--- src/rtl/alu_step_seq_pkg.sv ---
// -----------------------------------------------------------------------------
// alu_step_seq_pkg
// Shared definitions for the ALU step sequencer: datapath widths, the
// sequencer state encoding, the operation codes and the 5-bit ALU control
// vectors {x, y, z, u, v} that each operation drives onto the H4 ALU.
// -----------------------------------------------------------------------------
package alu_step_seq_pkg;

    localparam int DATA_W = 16;
    localparam int OP_W   = 3;
    localparam int CTRL_W = 5;

    // Encoding is visible on the state output, so the values are fixed.
    typedef enum logic [2:0] {
        ST_IDLE  = 3'd0,
        ST_LOAD  = 3'd1,
        ST_EXEC  = 3'd2,
        ST_WRITE = 3'd3,
        ST_DONE  = 3'd4
    } state_t;

    typedef enum logic [OP_W-1:0] {
        OP_ADD = 3'b000,
        OP_INC = 3'b001,
        OP_SUB = 3'b010,
        OP_DEC = 3'b011,
        OP_AND = 3'b100,
        OP_OR  = 3'b101,
        OP_XOR = 3'b110,
        OP_NOT = 3'b111
    } op_t;

    // ALU control vectors, bit order {x, y, z, u, v}.
    localparam logic [CTRL_W-1:0] CTRL_ADD  = 5'b01001;
    localparam logic [CTRL_W-1:0] CTRL_INC  = 5'b01011;
    localparam logic [CTRL_W-1:0] CTRL_SUB  = 5'b11011;
    localparam logic [CTRL_W-1:0] CTRL_DEC  = 5'b11001;
    localparam logic [CTRL_W-1:0] CTRL_AND  = 5'b00000;
    localparam logic [CTRL_W-1:0] CTRL_OR   = 5'b00100;
    localparam logic [CTRL_W-1:0] CTRL_XOR  = 5'b00001;
    localparam logic [CTRL_W-1:0] CTRL_NOT  = 5'b10001;
    localparam logic [CTRL_W-1:0] CTRL_IDLE = 5'b00000;

    // States in which the sequencer owns the ALU and reports busy.
    function automatic logic is_active(input state_t s);
        return (s == ST_LOAD) || (s == ST_EXEC) || (s == ST_WRITE);
    endfunction

endpackage

--- src/rtl/alu_step_seq_if.sv ---
// -----------------------------------------------------------------------------
// alu_step_seq_if
// Bundles the sequencer's request, operand, ALU-loop and status signals.
//   master : requester + ALU side (drives start/op/operands/step and the ALU
//            response s_bus/carry/overflow; observes controls and status)
//   slave  : the sequencer itself
// -----------------------------------------------------------------------------
interface alu_step_seq_if;
    import alu_step_seq_pkg::*;

    // request side
    logic              start;
    logic [OP_W-1:0]   op;
    logic [DATA_W-1:0] a_in;
    logic [DATA_W-1:0] b_in;
    logic              step_en;
    logic              step;
    // ALU controls and operand buses
    logic              x, y, z, u, v;
    logic              als_h4;
    logic [DATA_W-1:0] a_bus;
    logic [DATA_W-1:0] b_bus;
    // ALU response
    logic [DATA_W-1:0] s_bus;
    logic              carry;
    logic              overflow;
    // registered results and status
    logic [DATA_W-1:0] result;
    logic              c_flag, v_flag, z_flag;
    logic              busy;
    logic              done;
    logic [2:0]        state;

    modport master (
        output start, op, a_in, b_in, step_en, step, s_bus, carry, overflow,
        input  x, y, z, u, v, als_h4, a_bus, b_bus,
        input  result, c_flag, v_flag, z_flag, busy, done, state
    );

    modport slave (
        input  start, op, a_in, b_in, step_en, step, s_bus, carry, overflow,
        output x, y, z, u, v, als_h4, a_bus, b_bus,
        output result, c_flag, v_flag, z_flag, busy, done, state
    );

endinterface

--- src/rtl/alu_step_seq_ctrl_dec.sv ---
// -----------------------------------------------------------------------------
// alu_ctrl_dec
// Combinational op-code to H4 ALU control decoder, kept standalone so board
// wrappers can drive the ALU directly without the sequencer.
//   op   in  3  operation code
//   ctrl out 5  {x, y, z, u, v}
// -----------------------------------------------------------------------------
module alu_ctrl_dec
    import alu_step_seq_pkg::*;
(
    input  logic [OP_W-1:0]   op,
    output logic [CTRL_W-1:0] ctrl
);

    always_comb begin
        ctrl = CTRL_IDLE;
        case (op)
            OP_ADD:  ctrl = CTRL_ADD;
            OP_INC:  ctrl = CTRL_INC;
            OP_SUB:  ctrl = CTRL_SUB;
            OP_DEC:  ctrl = CTRL_DEC;
            OP_AND:  ctrl = CTRL_AND;
            OP_OR:   ctrl = CTRL_OR;
            OP_XOR:  ctrl = CTRL_XOR;
            OP_NOT:  ctrl = CTRL_NOT;
            default: ctrl = CTRL_IDLE;
        endcase
    end

endmodule

--- src/rtl/alu_step_seq.sv ---
// -----------------------------------------------------------------------------
// alu_step_seq
// Five-state sequencer (IDLE, LOAD, EXEC, WRITE, DONE) that drives an external
// H4 ALU through one operation and captures its result and flags. In
// single-step mode the three working transitions wait for a rising edge on
// step. The sequencer does no arithmetic of its own.
//   clk  in   system clock, rising edge
//   rst  in   synchronous active-high reset
//   bus  slave modport of alu_step_seq_if (request, ALU loop, status)
// All outputs are registered.
// -----------------------------------------------------------------------------
module alu_step_seq
    import alu_step_seq_pkg::*;
(
    input  logic         clk,
    input  logic         rst,
    alu_step_seq_if.slave bus
);

    state_t              state_q;
    state_t              state_nxt;
    logic [OP_W-1:0]     op_q;
    logic [DATA_W-1:0]   a_q;
    logic [DATA_W-1:0]   b_q;
    logic [OP_W-1:0]     op_nxt;
    logic [DATA_W-1:0]   a_nxt;
    logic [DATA_W-1:0]   b_nxt;
    logic                capture;
    logic                step_q;
    logic                step_rise;
    logic                advance;
    logic [CTRL_W-1:0]   ctrl_nxt;
    logic [CTRL_W-1:0]   ctrl_q;
    logic                als_q;
    logic                busy_q;
    logic                done_q;
    logic [DATA_W-1:0]   a_bus_q;
    logic [DATA_W-1:0]   b_bus_q;
    logic [DATA_W-1:0]   result_q;
    logic                c_q;
    logic                v_q;
    logic                z_q;

    assign step_rise = bus.step & ~step_q;
    // step_en is used live so a mode change applies to the very next decision.
    assign advance   = ~bus.step_en | step_rise;
    assign capture   = (state_q == ST_IDLE) && bus.start;

    // Outputs are registered from the next state, so the decoder and operand
    // buses must see the operands being latched on the IDLE->LOAD edge.
    assign op_nxt = capture ? bus.op   : op_q;
    assign a_nxt  = capture ? bus.a_in : a_q;
    assign b_nxt  = capture ? bus.b_in : b_q;

    alu_ctrl_dec u_ctrl_dec (
        .op   (op_nxt),
        .ctrl (ctrl_nxt)
    );

    always_comb begin
        state_nxt = state_q;
        case (state_q)
            ST_IDLE:  if (bus.start) state_nxt = ST_LOAD;
            ST_LOAD:  if (advance)   state_nxt = ST_EXEC;
            ST_EXEC:  if (advance)   state_nxt = ST_WRITE;
            ST_WRITE: if (advance)   state_nxt = ST_DONE;
            ST_DONE:  state_nxt = ST_IDLE;
            default:  state_nxt = ST_IDLE;
        endcase
    end

    always_ff @(posedge clk) begin
        if (rst) begin
            state_q  <= ST_IDLE;
            step_q   <= 1'b0;
            op_q     <= '0;
            a_q      <= '0;
            b_q      <= '0;
            ctrl_q   <= CTRL_IDLE;
            als_q    <= 1'b0;
            busy_q   <= 1'b0;
            done_q   <= 1'b0;
            a_bus_q  <= '0;
            b_bus_q  <= '0;
            result_q <= '0;
            c_q      <= 1'b0;
            v_q      <= 1'b0;
            z_q      <= 1'b0;
        end else begin
            state_q <= state_nxt;
            step_q  <= bus.step;

            if (capture) begin
                op_q <= bus.op;
                a_q  <= bus.a_in;
                b_q  <= bus.b_in;
            end

            if (is_active(state_nxt)) begin
                ctrl_q  <= ctrl_nxt;
                // NOT is computed by the ALU as 0 combined with inverted B.
                a_bus_q <= (op_nxt == OP_NOT) ? '0 : a_nxt;
                b_bus_q <= b_nxt;
            end else begin
                ctrl_q  <= CTRL_IDLE;
                a_bus_q <= '0;
                b_bus_q <= '0;
            end

            als_q  <= (state_nxt == ST_EXEC) || (state_nxt == ST_WRITE);
            busy_q <= is_active(state_nxt);
            done_q <= (state_nxt == ST_DONE);

            // Capture on the edge that leaves WRITE; the ALU output is gated
            // onto s_bus throughout WRITE.
            if ((state_q == ST_WRITE) && advance) begin
                result_q <= bus.s_bus;
                z_q      <= (bus.s_bus == '0);
                // Logic ops leave the ALU carry/overflow meaningless.
                c_q      <= op_q[2] ? 1'b0 : bus.carry;
                v_q      <= op_q[2] ? 1'b0 : bus.overflow;
            end
        end
    end

    assign bus.x      = ctrl_q[4];
    assign bus.y      = ctrl_q[3];
    assign bus.z      = ctrl_q[2];
    assign bus.u      = ctrl_q[1];
    assign bus.v      = ctrl_q[0];
    assign bus.als_h4 = als_q;
    assign bus.a_bus  = a_bus_q;
    assign bus.b_bus  = b_bus_q;
    assign bus.result = result_q;
    assign bus.c_flag = c_q;
    assign bus.v_flag = v_q;
    assign bus.z_flag = z_q;
    assign bus.busy   = busy_q;
    assign bus.done   = done_q;
    assign bus.state  = state_q;

endmodule
--- src/flat_wrapper.sv ---
// flat-port wrapper written by rule: the top's interface ports become plain ports
module alu_step_seq_flat import alu_step_seq_pkg::*;
  (clk, rst, bus_start, bus_op, bus_a_in, bus_b_in, bus_step_en, bus_step, bus_s_bus, bus_carry, bus_overflow, bus_x, bus_y, bus_z, bus_u, bus_v, bus_als_h4, bus_a_bus, bus_b_bus, bus_result, bus_c_flag, bus_v_flag, bus_z_flag, bus_busy, bus_done, bus_state);
  alu_step_seq_if bus_i ();
  input  logic clk;
  input  logic rst;
  input wire logic [$bits(bus_i.start)-1:0] bus_start;
  input wire logic [$bits(bus_i.op)-1:0] bus_op;
  input wire logic [$bits(bus_i.a_in)-1:0] bus_a_in;
  input wire logic [$bits(bus_i.b_in)-1:0] bus_b_in;
  input wire logic [$bits(bus_i.step_en)-1:0] bus_step_en;
  input wire logic [$bits(bus_i.step)-1:0] bus_step;
  input wire logic [$bits(bus_i.s_bus)-1:0] bus_s_bus;
  input wire logic [$bits(bus_i.carry)-1:0] bus_carry;
  input wire logic [$bits(bus_i.overflow)-1:0] bus_overflow;
  output wire logic [$bits(bus_i.x)-1:0] bus_x;
  output wire logic [$bits(bus_i.y)-1:0] bus_y;
  output wire logic [$bits(bus_i.z)-1:0] bus_z;
  output wire logic [$bits(bus_i.u)-1:0] bus_u;
  output wire logic [$bits(bus_i.v)-1:0] bus_v;
  output wire logic [$bits(bus_i.als_h4)-1:0] bus_als_h4;
  output wire logic [$bits(bus_i.a_bus)-1:0] bus_a_bus;
  output wire logic [$bits(bus_i.b_bus)-1:0] bus_b_bus;
  output wire logic [$bits(bus_i.result)-1:0] bus_result;
  output wire logic [$bits(bus_i.c_flag)-1:0] bus_c_flag;
  output wire logic [$bits(bus_i.v_flag)-1:0] bus_v_flag;
  output wire logic [$bits(bus_i.z_flag)-1:0] bus_z_flag;
  output wire logic [$bits(bus_i.busy)-1:0] bus_busy;
  output wire logic [$bits(bus_i.done)-1:0] bus_done;
  output wire logic [$bits(bus_i.state)-1:0] bus_state;
  assign bus_i.start = bus_start;
  assign bus_i.op = bus_op;
  assign bus_i.a_in = bus_a_in;
  assign bus_i.b_in = bus_b_in;
  assign bus_i.step_en = bus_step_en;
  assign bus_i.step = bus_step;
  assign bus_i.s_bus = bus_s_bus;
  assign bus_i.carry = bus_carry;
  assign bus_i.overflow = bus_overflow;
  assign bus_x = bus_i.x;
  assign bus_y = bus_i.y;
  assign bus_z = bus_i.z;
  assign bus_u = bus_i.u;
  assign bus_v = bus_i.v;
  assign bus_als_h4 = bus_i.als_h4;
  assign bus_a_bus = bus_i.a_bus;
  assign bus_b_bus = bus_i.b_bus;
  assign bus_result = bus_i.result;
  assign bus_c_flag = bus_i.c_flag;
  assign bus_v_flag = bus_i.v_flag;
  assign bus_z_flag = bus_i.z_flag;
  assign bus_busy = bus_i.busy;
  assign bus_done = bus_i.done;
  assign bus_state = bus_i.state;
  alu_step_seq u_core (.clk(clk), .rst(rst), .bus(bus_i));
endmodule
--- config.mk ---
export PLATFORM = sky130hd
export DESIGN_NAME = alu_step_seq_flat
export DESIGN_NICKNAME = d
export VERILOG_FILES = /design/src/rtl/alu_step_seq_pkg.sv /design/src/rtl/alu_step_seq_if.sv /design/src/rtl/alu_step_seq_ctrl_dec.sv /design/src/rtl/alu_step_seq.sv /design/src/flat_wrapper.sv
export SDC_FILE = /design/constraint.sdc
export NUM_CORES = 1
export LEC_CHECK = 0
export CAP_MARGIN = 15
export CORE_MARGIN = 4
export CORE_UTILIZATION = 39
export CTS_CLUSTER_DIAMETER = 200
export DETAILED_ROUTE_END_ITERATION = 10
export GPL_TIMING_DRIVEN = 0
export PLACE_DENSITY = 0.74
export SLEW_MARGIN = 20
export SYNTH_ARGS = -nofsm -noshare
export SYNTH_HDL_FRONTEND = slang
export SYNTH_SLANG_ARGS = --single-unit
--- constraint.sdc ---
create_clock -name clk -period 2 [get_ports clk]
set_input_delay 0.4 -clock clk [delete_from_list [all_inputs] [get_ports clk]]
set_output_delay 0.4 -clock clk [all_outputs]
set_load 0.01 [all_outputs]
==> results.md, run 1 <==
- VDD IR max: 0.4369 mV
- Syn Inst Count: 296
- Hold_ws: about 0.49 ns
- FILL cells: roughly 680
- Vias in the first global route: 2435
- Root Buffer: clkbuf_8
- Worst-path clk slew: 0.09 ns
- DRC: 0
- Max Root-Sink Buffers: 2
- Final Cell Area: 0.004828 mm2
- Most frequent cells in the layout: clkdlybuf4s50_1, dfxtp_1, nor2_1, mux2i_1
- Hold crit path type: register to register
- Highest clock rate: 0.5242 GHz
- Num ports: 120
- Core Region: ~0.0079 mm2
- Largest net degree at the start of global routing: 17
- Clock sink count: 98
- TritonCTS clock tree: yes
- Site row count: 32
- IO buf count: approximately 120
- Yosys warnings: 0
- Nets: between 400 and 500
- Worst path required time: around 2.3 ns
- Commonest non-fill, non-tap cell in the layout: clkdlybuf4s50_1
- Placed Area: around 0.0045 mm2
- Layout Utilization: 0.6122
- Status: finished, final reports clean
- Starting Density: 0.4082
- Crit-path max FO: 7
- Total vias in the final route: approximately 2500
- Reg power frac: 0.536
- Htree depth: 3
- Syn_nets: ~360
- WL final: between 7000 and 8000 um
- Startpoint Class: register
- Layout Area Growth over Synthesis: 49.98%
- Logic pwr share: 0.184
- Syn_area_per_cell: about 11 um2
- Power per cell area: around 800 mW/mm2
- Final Setup Violations: 0
- First-pass GRT wire length: between 10000 and 15000 um
- Worst skew pair latency: approximately 0.35 ns
- Clock buffer count from CTS: 9
- Measured slew at the worst slew-check pin: 0.5613 ns
- CP arrival: approximately 2.2 ns
- # diodes: 0
- GRT Util Overall: 0.1551
- Crit path time final: about 1.9 ns
- Initial antenna violation count: 0
- Slew margin rel.: 0.6258
- Vias/cell: between 4 and 5
- Die Y: a little under 100 um
- Clk pwr share: 0.280
- GR Overflow Total: 0
- Final Total Pwr: 3.973 mW
- DR pass1 iterations: 4
- RSZ-0062 raised after global routing: no
- Detailed-route wire length per cell: between 10 and 15 um
- Synthesis-stage register bit count: 98
- Worst setup EP type: register
- Net Sw Power: 1.031 mW
- Initial drt markers: ~90
- Count of cell types in the netlist: 33
- MaxCap Viol Count: 0
- Max Slew Vio Count: 0
- Antenna viol nets, final: 0
- Final non-filler cell total: 540
- Seq/Total Area, Yosys: 0.6094
- Dpl hpwl: approximately 5600 um
- Total internal power: between 2 and 3 mW
- Fin crit share: 0.9538
- Clock Skew: just over 0.01 ns
- Synthesized area: between 0.003 and 0.004 mm2
- GPL Wtd Cong: just under 0.8
- Die area: 0.009772 mm2
- Hold violation total from the final report: 0
- Fraction of layout cells with a size suffix above 1: 0.1096
- Switch share: 0.2594
- Die W: 98.86 um
- Placed Cells: slightly above 500
- Setup CP Type: register to register
- Leakage dissipation: approximately 1.8 nW
cell usage after synthesis:
cell type / count / area share
nor3b_1: 2 / 0.0047
clkbuf_1: 7 / 0.0082
and3_1: 1 / 0.0019
a21boi_0: 1 / 0.0023
buf_2: 3 / 0.0047
ha_1: 1 / 0.0039
and2_1: 2 / 0.0039
inv_2: 1 / 0.0012
a31oi_1: 2 / 0.0039
o21ai_0: 2 / 0.0031
a21oi_1: 2 / 0.0031
buf_4: 1 / 0.0023
nor4b_4: 1 / 0.0074
nor2_1: 86 / 0.10
nand3b_1: 2 / 0.0047
nand2_1: 1 / 0.0012
nand2b_1: 1 / 0.0019
a311oi_1: 1 / 0.0027
dfxtp_1: 98 / 0.61
mux2_2: 1 / 0.0035
nor4_1: 5 / 0.0097
and4_1: 1 / 0.0027
mux2i_1: 51 / 0.16
buf_6: 5 / 0.017
a211oi_1: 1 / 0.0023
xnor2_1: 1 / 0.0027
nor3_1: 7 / 0.011
nand3_1: 1 / 0.0016
nor2b_1: 2 / 0.0039
or3_1: 1 / 0.0019
inv_1: 3 / 0.0035
a21o_1: 1 / 0.0023
o2111ai_4: 1 / 0.0082
timing repair:
action                                  4_1_cts  5_1_grt
endpoints found under the setup margin       16       17
gates resized for setup                       3       14
buffers inserted                              4        4
pin swaps                                     2        2
gates cloned                                  1        0
hold buffers                                  0        0
cells by family after synthesis:
| logic type | share of synthesized area |
|---|---|
| simple gates | 0.1566 |
| flops | 0.6094 |
| mux | 0.1621 |
| buf+inv | 0.03731 |
| compound gates | 0.02799 |
| xor+xnor | 0.002721 |
| fa+ha+maj | 0.003886 |
flip-flops by register name (all words and copies together) (netlist names):
name and cells:
u_core.bus.a_bus 16, u_core.bus.state 3, u_core.a_q 16, u_core.bus.v_flag 1, u_core.bus.als_h4 1, u_core.step_q 1, u_core.bus.c_flag 1, u_core.b_q 16
u_core.bus.z_flag 1, u_core.bus.busy 1, u_core.ctrl_q 5, u_core.bus.result 16, u_core.bus.done 1, u_core.bus.b_bus 16, u_core.op_q 3
layout make-up:
| cell class | count | area [um2] | area share |
|---|---|---|---|
| flip-flops and latches | 98 | 1967 | 0.4074 |
| clock inverters | 6 | 41.29 | 0.008551 |
| repair buffers | 127 | 1259 | 0.2607 |
| plain buffers | 15 | 106.4 | 0.02203 |
| well taps | 102 | 127.6 | 0.02643 |
| clock buffers | 10 | 127.6 | 0.02643 |
| multi-input cells | 178 | 1185 | 0.2454 |
| inverters | 4 | 15.01 | 0.003110 |
path summary, 6_finish.rpt:
check	from	endpoint	slack (ns)	depth (start not counted)
max	u_core.bus.state[1]	u_core.bus.a_bus[1]	0.09	8
min	u_core.b_q[4]	u_core.bus.b_bus[4]	0.49	2
max reg2reg	u_core.bus.state[1]	u_core.bus.a_bus[1]	0.09	8
min reg2reg	u_core.b_q[4]	u_core.bus.b_bus[4]	0.49	2
power groups by stage:
stage	Clock (mW)	Sequential (mW)	Combinational [mW]
floorplan	0	2.21	0.317
global placement	0	2.17	0.682
detailed placement	0	2.18	0.691
CTS	1.15	2.13	0.715
global route	1.23	2.14	0.796
finish	1.11	2.13	0.732
critical path: stages, from the launching register on:
cell and delay (ns):
dfxtp_2 0.38, nor4b_4 0.31, buf_4 0.18, mux2_4 0.32
ha_4 0.16, inv_2 0.06, o2111ai_4 0.15, buf_6 0.19
nor2_1 0.09
metal layers:
layer / part of all wire / wire [um] / GRT usage / vias up
li1: - / - / - / 1258
met1: 0.42 / 3282 / 0.1909 / 1123
met2: 0.50 / 3830 / 0.2562 / 69
met3: 0.069 / 534 / 0.04742 / 6
met4: 0.011 / 85 / 0.05567 / 0
met5: 0 / 0 / 0 / -
metrics by stage:
step                      worst slack, ns  TNS (ns)
after floorplan                  0.002751         0
after global placement            -0.6097    -13.53
after detailed placement          -0.5973    -13.60
after CTS                        0.002103         0
after global routing             0.001221         0
final                             0.09237         0
Note: power is estimated with default switching activity, not from simulation.
==> inputs of run 2 (changes only) <==
--- a/config.mk
+++ b/config.mk
@@ -7,11 +7,12 @@
 export LEC_CHECK = 0
 export CAP_MARGIN = 15
 export CORE_MARGIN = 4
-export CORE_UTILIZATION = 39
+export CORE_UTILIZATION = 41
+export CTS_BUF_LIST = sky130_fd_sc_hd__clkbuf_4
 export CTS_CLUSTER_DIAMETER = 200
 export DETAILED_ROUTE_END_ITERATION = 10
 export GPL_TIMING_DRIVEN = 0
-export PLACE_DENSITY = 0.74
+export PLACE_DENSITY = 0.77
 export SLEW_MARGIN = 20
 export SYNTH_ARGS = -nofsm -noshare
 export SYNTH_HDL_FRONTEND = slang
==> results.md, run 2 (synthesized netlist as in run 1, its figures left out) <==
- Layout Utilization: 0.6356 (was 0.6122)
- RSZ-0062 raised after global routing: yes (was no)
- DRC: 0 (unchanged)
- VDD IR max: 0.5157 mV (was 0.4369 mV)
- Vias in the first global route: 2463 (was 2435)
- R2R Setup Slk: 0.04 ns (was 0.09 ns)
- Initial antenna violation count: 0 (unchanged)
- Reg2Reg Capture Point: u_core.bus.a_bus[0] (was u_core.bus.a_bus[1])
- CP arrival: 2.37 ns (was 2.20 ns)
- Final Cell Area: 0.004886 mm2 (was 0.004828 mm2)
- Power per cell area: 823.5 mW/mm2 (was 822.9 mW/mm2)
- Hold Path End: u_core.bus.c_flag (was u_core.bus.b_bus[4])
- Max Root-Sink Buffers: 2 (unchanged)
- Critical Path Slowest Stage Cell: clkdlybuf4s50_1 (was dfxtp_2)
- Final Total Pwr: 4.024 mW (was 3.973 mW)
- GR Overflow Total: 0 (unchanged)
- Buf+Inv Stages, Crit Path: 5 (was 3)
- First-pass GRT wire length: 12400 um (was 12140 um)
- Worst path required time: 2.37 ns (was 2.29 ns)
- Dpl hpwl: 5604 um (was 5641 um)
- Clock sink count: 98 (unchanged)
- Most frequent cells in the layout: clkdlybuf4s50_1, dfxtp_1, nor2_1, mux2i_1, nor2_4 (was clkdlybuf4s50_1, dfxtp_1, nor2_1, mux2i_1)
- Place WS: -0.6604 ns (was -0.5973 ns)
- GRT Util Overall: 0.1650 (was 0.1551)
- Critical Path, Cell by Cell: clkdlybuf4s50_1 > nor4b_4 > buf_6 > mux2i_4 > inv_1 > ha_2 > inv_2 > o2111ai_4 > buf_8 > nor2_4 (was nor4b_4 > buf_4 > mux2_4 > ha_4 > inv_2 > o2111ai_4 > buf_6 > nor2_1)
- M1 GR Usage: 0.1935 (was 0.1909)
- IO buf count: 118 (unchanged)
- Hold crit path type: register to register (unchanged)
- # diodes: 0 (unchanged)
- Slew margin rel.: 0.6592 (was 0.6258)
- Status: finished, final reports clean (unchanged)
- Hold violation total from the final report: 0 (unchanged)
- FF-to-FF path depth: 9 (was 8)
- Die area: 0.009333 mm2 (was 0.009772 mm2)
- CP delay by family, top: buffers and inverters (unchanged)
- Worst setup EP type: register (unchanged)
- Measured slew at the worst slew-check pin: 0.5111 ns (was 0.5613 ns)
- Max Slew Vio Count: 0 (unchanged)
- Die W: 96.61 um (was 98.86 um)
- M3 GR Usage: 0.06128 (was 0.04742)
- GR Util met2: 0.2765 (was 0.2562)
- Num ports: 120 (unchanged)
- WL final: 7737 um (was 7733 um)
- Starting Density: 0.4188 (was 0.4082)
- Most Crowded Layer GR: met2 (unchanged)
- Startpoint Class: primary input (was register)
- Final Setup Violations: 0 (unchanged)
- Clock Skew: 0.01817 ns (was 0.01012 ns)
- Worst Setup SP: bus_start (was u_core.bus.state[1])
- Fin crit share: 0.9960 (was 0.9538)
- Total vias in the final route: 2491 (was 2456)
- Htree depth: 3 (unchanged)
- CP max stage delay: 0.52 ns (was 0.38 ns)
- Fraction of layout cells with a size suffix above 1: 0.1344 (was 0.1096)
- PnR worst setup slack: 0.008020 ns (was 0.09237 ns)
- Crit-path max FO: 5 (was 7)
- Die Y: 96.61 um (was 98.86 um)
- Hold path start: u_core.bus.c_flag (was u_core.b_q[4])
- Root Buffer: clkbuf_4 (was clkbuf_8)
- DR pass1 iterations: 4 (unchanged)
- Commonest non-fill, non-tap cell in the layout: clkdlybuf4s50_1 (unchanged)
- Initial drt markers: 65 (was 89)
- Nets: 493 (was 492)
- Site row count: 32 (unchanged)
- Crit path time final: 1.992 ns (was 1.908 ns)
- Highest clock rate: 0.5020 GHz (was 0.5242 GHz)
- Detailed-route wire length per cell: 14.30 um (was 14.32 um)
- Vias/cell: 4.604 (was 4.548)
- Layout Area Growth over Synthesis: 51.77% (was 49.98%)
- Clock buffer count from CTS: 9 (unchanged)
- Setup CP Type: primary input to register (was register to register)
- Largest net degree at the start of global routing: 20 (was 17)
- TritonCTS clock tree: yes (unchanged)
- Leakage dissipation: 1.855 nW (was 1.847 nW)
- Core Region: 0.007687 mm2 (was 0.007888 mm2)
- Antenna viol nets, final: 0 (unchanged)
- Reg-to-reg startpoint: u_core.bus.state[2] (was u_core.bus.state[1])
- Worst-path clk slew: 0.15 ns (was 0.09 ns)
- Hold Crit Depth: 2 (unchanged)
- MaxCap Viol Count: 0 (unchanged)
- Placed Area: 0.004548 mm2 (unchanged)
- GPL Wtd Cong: 0.7912 (was 0.7902)
- Worst skew pair latency: 0.43 ns (was 0.35 ns)
[run 2: cell types whose count changed in the layout (fill, tap and decap cells not counted), sizes merged]
cell / previous run / this run
buf: 17 / 18
dlygate4sd2: 1 / 0
clkdlybuf4s50: 117 / 118
inv: 5 / 8
clkbuf: 17 / 16
bufinv: 0 / 1
clkinvlp: 3 / 0
[run 2: layer usage]
| metal | up-vias | part of all wire |
|---|---|---|
| met5 | - | 0 |
| met4 | 0 | 0.019 |
| met3 | 10 | 0.064 |
| met2 | 71 | 0.50 |
| li1 | 1261 | - |
| met1 | 1149 | 0.41 |
[run 2: repair_timing]
item / 4_1_cts / 5_1_grt
endpoints found under the setup margin: 17 / 16
pin swaps: 2 / 16
buffers inserted: 4 / 5
gates resized for setup: 6 / 27
gates cloned: 1 / 0
hold buffers: 0 / 0
[run 2: where the power goes]
part / switching, mW / internal [mW]
Clock: 0.705 / 0.417
Combinational: 0.350 / 0.417
Sequential: 0.0483 / 2.09
[run 2: worst reg2reg max path: cells and delay by family, from the launching register on]
family,cells,cell delay (ns)
compound gates,1,0.17
buf+inv,4,0.49
mux,1,0.23
fa+ha+maj,1,0.18
simple gates,2,0.43
flops,1,0.40
[run 2: area by class of cell]
cell class | instances | area [um2]
clock inverters | 7 | 92.59
clock buffers | 9 | 67.56
plain buffers | 15 | 110.1
inverters | 4 | 15.01
flip-flops and latches | 98 | 1968
fillers | 669 | 2801
multi-input cells | 178 | 1241
well taps | 102 | 127.6
repair buffers | 128 | 1264
[run 2: through the flow]
stage / hold WS, ns / setup TNS, ns / std cells
floorplan: 0.4557 / 0 / 296
detailed placement: 0.4736 / -15.36 / 516
finish: 0.4928 / 0 / 541
global placement: 0.4625 / -13.19 / 516
CTS: 0.4935 / 0 / 537
global route: 0.5084 / -0.5886 / 541
[run 2: worst max-delay path by stage]
stage | end | slack (ns) | depth (start not counted)
6_report | u_core.bus.a_bus[0] | 0.008 | 10
5_1_grt | u_core.bus.a_bus[0] | -0.06 | 9
4_1_cts | u_core.bus.a_bus[0] | 0.0005 | 10
3_5_place_dp | u_core.bus.a_bus[1] | -0.66 | 10
3_3_place_gp | u_core.bus.a_bus[10] | -0.61 | 10
2_1_floorplan | u_core.bus.a_bus[0] | 0.003 | 10
